<file path="src/rtl/mem_arbiter_if.sv">
// Signal bundle for mem_arbiter: fetch port, data port and the shared memory bus.
// The arbiter connects through 'master'; the pipeline/bus environment uses 'slave'.
interface mem_arbiter_if;
    logic        fetch_req;
    logic [31:0] fetch_address;
    logic        fetch_abort;
    logic        fetch_ready;
    logic        fetch_resp_valid;
    logic [31:0] fetch_data;
    logic        fetch_error;

    logic        data_req;
    logic [31:0] data_address;
    logic        data_write;
    logic [31:0] data_write_data;
    logic [3:0]  data_strobe;
    logic        data_ready;
    logic        data_resp_valid;
    logic [31:0] data_read_data;
    logic        data_error;

    logic        mem_valid;
    logic [31:0] mem_address;
    logic        mem_write;
    logic [31:0] mem_write_data;
    logic [3:0]  mem_strobe;
    logic        mem_ready;
    logic        mem_resp_valid;
    logic [31:0] mem_read_data;
    logic        mem_error;

    modport master (
        input  fetch_req, fetch_address, fetch_abort,
        output fetch_ready, fetch_resp_valid, fetch_data, fetch_error,
        input  data_req, data_address, data_write, data_write_data, data_strobe,
        output data_ready, data_resp_valid, data_read_data, data_error,
        output mem_valid, mem_address, mem_write, mem_write_data, mem_strobe,
        input  mem_ready, mem_resp_valid, mem_read_data, mem_error
    );

    modport slave (
        output fetch_req, fetch_address, fetch_abort,
        input  fetch_ready, fetch_resp_valid, fetch_data, fetch_error,
        output data_req, data_address, data_write, data_write_data, data_strobe,
        input  data_ready, data_resp_valid, data_read_data, data_error,
        input  mem_valid, mem_address, mem_write, mem_write_data, mem_strobe,
        output mem_ready, mem_resp_valid, mem_read_data, mem_error
    );
endinterface

</file>
<file path="src/rtl/mem_arbiter.sv">
// Shares one memory bus between instruction fetch and the data stage, one transaction at a time.
// Optional macro ROUND_ROBIN_EN: alternate grants on ties instead of fixed data-over-fetch priority.
module mem_arbiter #(
    parameter int TIMEOUT_CYCLES = 255
) (
    input  logic          clk,
    input  logic          reset,
    mem_arbiter_if.master bus
);

    typedef enum logic [1:0] {IDLE, REQ, WAIT} state_t;
    typedef enum logic {OWN_FETCH, OWN_DATA} owner_t;

    localparam int CNT_W = (TIMEOUT_CYCLES > 1) ? $clog2(TIMEOUT_CYCLES + 1) : 1;
    localparam bit TO_EN = (TIMEOUT_CYCLES > 0);
    localparam logic [CNT_W-1:0] CNT_LAST = CNT_W'((TIMEOUT_CYCLES > 0) ? TIMEOUT_CYCLES - 1 : 0);

    state_t      state_q, state_d;
    owner_t      owner_q, owner_d;
    logic        aborted_q, aborted_d;
    logic [CNT_W-1:0] cnt_q, cnt_d;

    logic        mem_valid_q, mem_valid_d;
    logic [31:0] mem_address_q, mem_address_d;
    logic        mem_write_q, mem_write_d;
    logic [31:0] mem_write_data_q, mem_write_data_d;
    logic [3:0]  mem_strobe_q, mem_strobe_d;

    logic        fetch_ready_q, fetch_ready_d;
    logic        fetch_resp_valid_q, fetch_resp_valid_d;
    logic [31:0] fetch_data_q, fetch_data_d;
    logic        fetch_error_q, fetch_error_d;
    logic        data_ready_q, data_ready_d;
    logic        data_resp_valid_q, data_resp_valid_d;
    logic [31:0] data_read_data_q, data_read_data_d;
    logic        data_error_q, data_error_d;

    logic        grant_data, grant_fetch;
    logic        timeout_hit;
    logic        done, done_error;
    logic [31:0] done_rdata;

`ifdef ROUND_ROBIN_EN
    owner_t      last_q, last_d;
`endif

    assign timeout_hit = TO_EN && (cnt_q == CNT_LAST);

    always_comb begin
        grant_data  = bus.data_req;
        grant_fetch = bus.fetch_req && !bus.data_req;
`ifdef ROUND_ROBIN_EN
        if (bus.data_req && bus.fetch_req) begin
            grant_data  = (last_q == OWN_FETCH);
            grant_fetch = (last_q == OWN_DATA);
        end
`endif
    end

    always_comb begin
        state_d            = state_q;
        owner_d            = owner_q;
        aborted_d          = aborted_q;
        cnt_d              = cnt_q;
        mem_valid_d        = mem_valid_q;
        mem_address_d      = mem_address_q;
        mem_write_d        = mem_write_q;
        mem_write_data_d   = mem_write_data_q;
        mem_strobe_d       = mem_strobe_q;
        fetch_ready_d      = 1'b0;
        fetch_resp_valid_d = 1'b0;
        fetch_data_d       = fetch_data_q;
        fetch_error_d      = fetch_error_q;
        data_ready_d       = 1'b0;
        data_resp_valid_d  = 1'b0;
        data_read_data_d   = data_read_data_q;
        data_error_d       = data_error_q;
        done               = 1'b0;
        done_error         = 1'b0;
        done_rdata         = 32'd0;
`ifdef ROUND_ROBIN_EN
        last_d             = last_q;
`endif

        case (state_q)
            IDLE: begin
                if (grant_data) begin
                    data_ready_d     = 1'b1;
                    owner_d          = OWN_DATA;
                    mem_address_d    = bus.data_address;
                    mem_write_d      = bus.data_write;
                    mem_write_data_d = bus.data_write_data;
                    mem_strobe_d     = bus.data_strobe;
                    cnt_d            = '0;
                    state_d          = REQ;
`ifdef ROUND_ROBIN_EN
                    last_d           = OWN_DATA;
`endif
                end else if (grant_fetch) begin
                    fetch_ready_d    = 1'b1;
                    owner_d          = OWN_FETCH;
                    mem_address_d    = bus.fetch_address;
                    mem_write_d      = 1'b0;
                    mem_strobe_d     = 4'b1111;
                    cnt_d            = '0;
                    state_d          = REQ;
`ifdef ROUND_ROBIN_EN
                    last_d           = OWN_FETCH;
`endif
                end
            end
            REQ: begin
                // mem_valid is still low in the cycle right after the grant; raise it now
                if (!mem_valid_q) begin
                    mem_valid_d = 1'b1;
                end else if (bus.mem_ready) begin
                    mem_valid_d = 1'b0;
                    if (bus.mem_resp_valid) begin
                        done       = 1'b1;
                        done_error = bus.mem_error;
                        done_rdata = bus.mem_read_data;
                    end else begin
                        state_d = WAIT;
                    end
                end
            end
            WAIT: begin
                if (bus.mem_resp_valid) begin
                    done       = 1'b1;
                    done_error = bus.mem_error;
                    done_rdata = bus.mem_read_data;
                end
            end
            default: state_d = IDLE;
        endcase

        if (state_q == REQ || state_q == WAIT) begin
            cnt_d = cnt_q + CNT_W'(1);
            if (bus.fetch_abort && owner_q == OWN_FETCH) aborted_d = 1'b1;
            // A real response in the timeout cycle takes precedence over the forced error
            if (!done && timeout_hit) begin
                done        = 1'b1;
                done_error  = 1'b1;
                done_rdata  = 32'd0;
                mem_valid_d = 1'b0;
            end
        end

        if (done) begin
            state_d   = IDLE;
            aborted_d = 1'b0;
            if (owner_q == OWN_DATA) begin
                data_resp_valid_d = 1'b1;
                data_read_data_d  = done_rdata;
                data_error_d      = done_error;
            end else if (!(aborted_q || bus.fetch_abort)) begin
                fetch_resp_valid_d = 1'b1;
                fetch_data_d       = done_rdata;
                fetch_error_d      = done_error;
            end
        end
    end

    always_ff @(posedge clk) begin
        if (reset) begin
            state_q            <= IDLE;
            owner_q            <= OWN_FETCH;
            aborted_q          <= 1'b0;
            cnt_q              <= '0;
            mem_valid_q        <= 1'b0;
            mem_address_q      <= 32'd0;
            mem_write_q        <= 1'b0;
            mem_write_data_q   <= 32'd0;
            mem_strobe_q       <= 4'd0;
            fetch_ready_q      <= 1'b0;
            fetch_resp_valid_q <= 1'b0;
            fetch_data_q       <= 32'd0;
            fetch_error_q      <= 1'b0;
            data_ready_q       <= 1'b0;
            data_resp_valid_q  <= 1'b0;
            data_read_data_q   <= 32'd0;
            data_error_q       <= 1'b0;
`ifdef ROUND_ROBIN_EN
            last_q             <= OWN_FETCH;
`endif
        end else begin
            state_q            <= state_d;
            owner_q            <= owner_d;
            aborted_q          <= aborted_d;
            cnt_q              <= cnt_d;
            mem_valid_q        <= mem_valid_d;
            mem_address_q      <= mem_address_d;
            mem_write_q        <= mem_write_d;
            mem_write_data_q   <= mem_write_data_d;
            mem_strobe_q       <= mem_strobe_d;
            fetch_ready_q      <= fetch_ready_d;
            fetch_resp_valid_q <= fetch_resp_valid_d;
            fetch_data_q       <= fetch_data_d;
            fetch_error_q      <= fetch_error_d;
            data_ready_q       <= data_ready_d;
            data_resp_valid_q  <= data_resp_valid_d;
            data_read_data_q   <= data_read_data_d;
            data_error_q       <= data_error_d;
`ifdef ROUND_ROBIN_EN
            last_q             <= last_d;
`endif
        end
    end

    assign bus.fetch_ready      = fetch_ready_q;
    assign bus.fetch_resp_valid = fetch_resp_valid_q;
    assign bus.fetch_data       = fetch_data_q;
    assign bus.fetch_error      = fetch_error_q;
    assign bus.data_ready       = data_ready_q;
    assign bus.data_resp_valid  = data_resp_valid_q;
    assign bus.data_read_data   = data_read_data_q;
    assign bus.data_error       = data_error_q;
    assign bus.mem_valid        = mem_valid_q;
    assign bus.mem_address      = mem_address_q;
    assign bus.mem_write        = mem_write_q;
    assign bus.mem_write_data   = mem_write_data_q;
    assign bus.mem_strobe       = mem_strobe_q;

endmodule

</file>
<file path="src/flat_wrapper.sv">
// flat-port wrapper written by rule: the top's interface ports become plain ports
module mem_arbiter_flat 
#(
    parameter int TIMEOUT_CYCLES = 255
)
  (clk, reset, bus_fetch_req, bus_fetch_address, bus_fetch_abort, bus_fetch_ready, bus_fetch_resp_valid, bus_fetch_data, bus_fetch_error, bus_data_req, bus_data_address, bus_data_write, bus_data_write_data, bus_data_strobe, bus_data_ready, bus_data_resp_valid, bus_data_read_data, bus_data_error, bus_mem_valid, bus_mem_address, bus_mem_write, bus_mem_write_data, bus_mem_strobe, bus_mem_ready, bus_mem_resp_valid, bus_mem_read_data, bus_mem_error);
  mem_arbiter_if bus_i ();
  input  logic clk;
  input  logic reset;
  input wire logic [$bits(bus_i.fetch_req)-1:0] bus_fetch_req;
  input wire logic [$bits(bus_i.fetch_address)-1:0] bus_fetch_address;
  input wire logic [$bits(bus_i.fetch_abort)-1:0] bus_fetch_abort;
  output wire logic [$bits(bus_i.fetch_ready)-1:0] bus_fetch_ready;
  output wire logic [$bits(bus_i.fetch_resp_valid)-1:0] bus_fetch_resp_valid;
  output wire logic [$bits(bus_i.fetch_data)-1:0] bus_fetch_data;
  output wire logic [$bits(bus_i.fetch_error)-1:0] bus_fetch_error;
  input wire logic [$bits(bus_i.data_req)-1:0] bus_data_req;
  input wire logic [$bits(bus_i.data_address)-1:0] bus_data_address;
  input wire logic [$bits(bus_i.data_write)-1:0] bus_data_write;
  input wire logic [$bits(bus_i.data_write_data)-1:0] bus_data_write_data;
  input wire logic [$bits(bus_i.data_strobe)-1:0] bus_data_strobe;
  output wire logic [$bits(bus_i.data_ready)-1:0] bus_data_ready;
  output wire logic [$bits(bus_i.data_resp_valid)-1:0] bus_data_resp_valid;
  output wire logic [$bits(bus_i.data_read_data)-1:0] bus_data_read_data;
  output wire logic [$bits(bus_i.data_error)-1:0] bus_data_error;
  output wire logic [$bits(bus_i.mem_valid)-1:0] bus_mem_valid;
  output wire logic [$bits(bus_i.mem_address)-1:0] bus_mem_address;
  output wire logic [$bits(bus_i.mem_write)-1:0] bus_mem_write;
  output wire logic [$bits(bus_i.mem_write_data)-1:0] bus_mem_write_data;
  output wire logic [$bits(bus_i.mem_strobe)-1:0] bus_mem_strobe;
  input wire logic [$bits(bus_i.mem_ready)-1:0] bus_mem_ready;
  input wire logic [$bits(bus_i.mem_resp_valid)-1:0] bus_mem_resp_valid;
  input wire logic [$bits(bus_i.mem_read_data)-1:0] bus_mem_read_data;
  input wire logic [$bits(bus_i.mem_error)-1:0] bus_mem_error;
  assign bus_i.fetch_req = bus_fetch_req;
  assign bus_i.fetch_address = bus_fetch_address;
  assign bus_i.fetch_abort = bus_fetch_abort;
  assign bus_fetch_ready = bus_i.fetch_ready;
  assign bus_fetch_resp_valid = bus_i.fetch_resp_valid;
  assign bus_fetch_data = bus_i.fetch_data;
  assign bus_fetch_error = bus_i.fetch_error;
  assign bus_i.data_req = bus_data_req;
  assign bus_i.data_address = bus_data_address;
  assign bus_i.data_write = bus_data_write;
  assign bus_i.data_write_data = bus_data_write_data;
  assign bus_i.data_strobe = bus_data_strobe;
  assign bus_data_ready = bus_i.data_ready;
  assign bus_data_resp_valid = bus_i.data_resp_valid;
  assign bus_data_read_data = bus_i.data_read_data;
  assign bus_data_error = bus_i.data_error;
  assign bus_mem_valid = bus_i.mem_valid;
  assign bus_mem_address = bus_i.mem_address;
  assign bus_mem_write = bus_i.mem_write;
  assign bus_mem_write_data = bus_i.mem_write_data;
  assign bus_mem_strobe = bus_i.mem_strobe;
  assign bus_i.mem_ready = bus_mem_ready;
  assign bus_i.mem_resp_valid = bus_mem_resp_valid;
  assign bus_i.mem_read_data = bus_mem_read_data;
  assign bus_i.mem_error = bus_mem_error;
  mem_arbiter #(.TIMEOUT_CYCLES(TIMEOUT_CYCLES)) u_core (.clk(clk), .reset(reset), .bus(bus_i));
endmodule
</file>
<file path="config.mk">
export PLATFORM = sky130hd
export DESIGN_NAME = mem_arbiter_flat
export DESIGN_NICKNAME = d
export VERILOG_FILES = /design/src/rtl/mem_arbiter_if.sv /design/src/rtl/mem_arbiter.sv /design/src/flat_wrapper.sv
export SDC_FILE = /design/constraint.sdc
export NUM_CORES = 1
export LEC_CHECK = 0
export ABC_AREA = 1
export BUFFER_PORTS_ARGS = -buffer_cell sky130_fd_sc_hd__buf_2
export CAP_MARGIN = 10
export CORE_MARGIN = 5
export CORE_UTILIZATION = 49
export DETAILED_ROUTE_END_ITERATION = 16
export HOLD_SLACK_MARGIN = 0.02
export MAX_ROUTING_LAYER = met4
export PLACE_DENSITY = 0.83
export SETUP_SLACK_MARGIN = 0.2
export SLEW_MARGIN = 5
export SYNTH_ARGS = -nofsm -noshare
export SYNTH_HDL_FRONTEND = slang
export SYNTH_SLANG_ARGS = --single-unit
</file>
<file path="constraint.sdc">
create_clock -name clk -period 2.4 [get_ports clk]
set_input_delay 0.48 -clock clk [delete_from_list [all_inputs] [get_ports clk]]
set_output_delay 0.48 -clock clk [all_outputs]
set_load 0.01 [all_outputs]
</file>
==> results.ini <==
[power]
pwr-share-comb_pct=27.1
power.leakage_nw=3.97
p_sw_w=0.00264
netSwitchingFraction_pct=32.7
pwr-share-clk_pct=34.1
power_density_nw_per_um2=997
p_seq_share_pct=38.8
internal-power_w=0.00545
ir_worst_vdd_mv=0.639

[grt]
grtUsageTotal_pct=24.3
grt_pass1_vias=5680
antenna_found_initial=0
grt_pass1_wl_um=27600
grt_max_degree=71
overflow=0

[status]
status=finished clean

[final_layout]
drive_gt1_share_pct=31.8
nFillCells=1078
antenna_cells=0
syn2layout_area_growth_pct=33.7
finish.net_count=1218
seq_area_um2=3040
multi_input_area_um2=2520
fin_area_um2=8110

[timing]
fmax_ghz=0.515
hold_violations=0
setup-violations-final=0
rsz0062_at_grt=no
slew_viol_final=0
relSlewSlack_pct=51.2
worst_slack_ps=457
fin_crit_sh_pct=81.0
fin_skew_ps=4.70
min_period_ps=1940
final.setup.tns_ps=0
worstMarginPinSlew_ps=732

[setup_path]
end_kind=register
cp_max_fo=33
r2r_setup_slack_ps=460
crit_type=register to register
required_ps=2660
startpoint_type=register
worstPathArrival_ps=2210

[floorplanning]
die_area_um2=14700
core-area_um2=12100
ios=281
initial_core_util_pct=50.3
die_w_um=121
die_height_um=121
rows=40

[yosys]
synth_xor_area_share_pct=0.144
yosysSeqAreaShare_pct=50.2
synth_top_family_by_area=simple AND/OR/NAND/NOR gates
yosysTopAreaCellShare_pct=50.2
syn-cell-area_um2=6070
ys_types=31
synth_compound_area_share_pct=16.1
synth-main-ff-cell=dfxtp_1
synth_fp_nets=959
yosys_warnings=0
synthCells=811
synth.mux.area_fraction_pct=0
ys_async_sr_fraction_pct=0
yosys.area_share.simple_pct=23.8
synth_commonest_cells=nand2_1, dfxtp_1, nor2_1
synth.most_common_cell=nand2_1
synthAdderAreaFrac_pct=1.44
synth_area_leaders=dfxtp_1, nand2_1, nor2_1
synth_top_area_cell=dfxtp_1
synth.avg_cell_area_um2=7.48
synth-seq-cells=152
synth_edf_count=0

[routing]
via_per_inst=4.95
wl_um=18100
drc=0
via_count=6193
routedWlPerCell_um=14.4
first_pass_iters=7
antenna_left=0
first_iter_violations=554

[run]
drv_cap=0

[placement]
port_buffers=280
dpl_worst_slack_ps=536
gp_congestion=0.863
dp_hpwl_um=12900
place_area_um2=7500

[clocking]
clkLatencyLatePin_ps=420
cts_setup_buffers=0
cts_max_path_buffers=2
clock-sinks=152
root_buffer=clkbuf_16
post_cts_resized=0
cts_hold_buffers=0
clk_pin_slew_worst_paths_ps=60
cts_tree=yes
ctsHtreeMaxLevel=4
numCtsBuffers=17

[hold_path]
min_path_type=input pin to register

worst max-delay path: stages (launching register included):
cell     delay [ps]
dfxtp_1         360
inv_1           100
ha_1            390
nand2_1          70
nor2_1          120
nand2_2         100
nand2_4         130
nand2_4         240
nand2_1         180
a21oi_1          90
registers in the layout (all words and copies together), names as in the netlist, 2 cells and up:
| register | count |
|---|---|
| u_core.bus.data_read_data | 32 |
| u_core.bus.mem_write_data | 32 |
| u_core.bus.mem_address | 32 |
| u_core.bus.fetch_data | 32 |
| u_core.cnt_q | 8 |
| u_core.bus.mem_strobe | 4 |
| u_core.state_q | 2 |
worst paths after layout:
kind                                                endpoint                                  startpoint  depth (start not counted)
hold reg to reg   u_core.bus.data_read_data[25]$_SDFFE_PP0P_  u_core.bus.data_read_data[25]$_SDFFE_PP0P_                          2
setup reg to reg   u_core.bus.data_read_data[1]$_SDFFE_PP0P_              u_core.state_q[1]$_SDFFE_PP0P_                          9
hold / removal             u_core.bus.mem_write$_SDFFE_PP0P_                              bus_data_write                          2
setup / recovery   u_core.bus.data_read_data[1]$_SDFFE_PP0P_              u_core.state_q[1]$_SDFFE_PP0P_                          9
power groups by stage:
stage               Clock (W)  Combinational [W]  Sequential (W)
floorplan                   0            0.00124         0.00335
global placement            0            0.00215         0.00317
detailed placement          0            0.00219         0.00318
CTS                   0.00278            0.00220         0.00314
global route          0.00290            0.00244         0.00319
finish                0.00276            0.00219         0.00314
metrics by stage:
| stage | power, W | utilization, % | std cells | hold slack [ps] |
|---|---|---|---|---|
| 6_report | 0.00809 | 67.2 | 1251 | 289 |
| 5_1_grt | 0.00852 | 67.2 | 1251 | 285 |
| 4_1_cts | 0.00812 | 67.2 | 1251 | 275 |
| 3_5_place_dp | 0.00537 | 62.2 | 1219 | 450 |
| 3_3_place_gp | 0.00531 | 62.2 | 1219 | 445 |
| 2_1_floorplan | 0.00459 | - | 811 | 470 |
cell usage in the layout, fill, tap and decap left out, drive strengths merged:
master | Yosys | final
o21ai | 74 | 74
a31oi | 32 | 32
bufinv | 0 | 3
buf | 28 | 293
clkbuf | 25 | 20
clkinv | 0 | 5
o22ai | 1 | 1
a211oi | 1 | 1
ha | 7 | 7
nand2 | 228 | 228
o221a | 4 | 4
clkinvlp | 0 | 3
nor2 | 118 | 118
xor2 | 1 | 1
a32o | 1 | 1
nand4 | 2 | 2
nor3 | 1 | 1
or2 | 2 | 2
inv | 53 | 54
nand3 | 14 | 14
dfxtp | 152 | 152
a21oi | 67 | 67
cell type report:
type	instances	area share, %
sequential	152	37.5
multi-input combinational	553	31.1
timing repair buffer	293	18.8
clock buffer	20	5.75
tap	168	2.59
inverter	53	2.45
clock inverter	12	1.80
routing by layer:
layer	vias to the layer above	share of wire (%)	global-route usage (%)
li1	3126	-	-
met1	2795	42	28.6
met2	249	49	41.0
met3	23	7.4	5.92
met4	0	1.6	7.84
met5	-	0	-
cells by family after synthesis:
kind of cell,after synthesis
fa+ha+maj,7
simple gates,365
xor+xnor,1
flops,152
compound gates,180
buf+inv,106
Power figures use the tool's default switching activity.
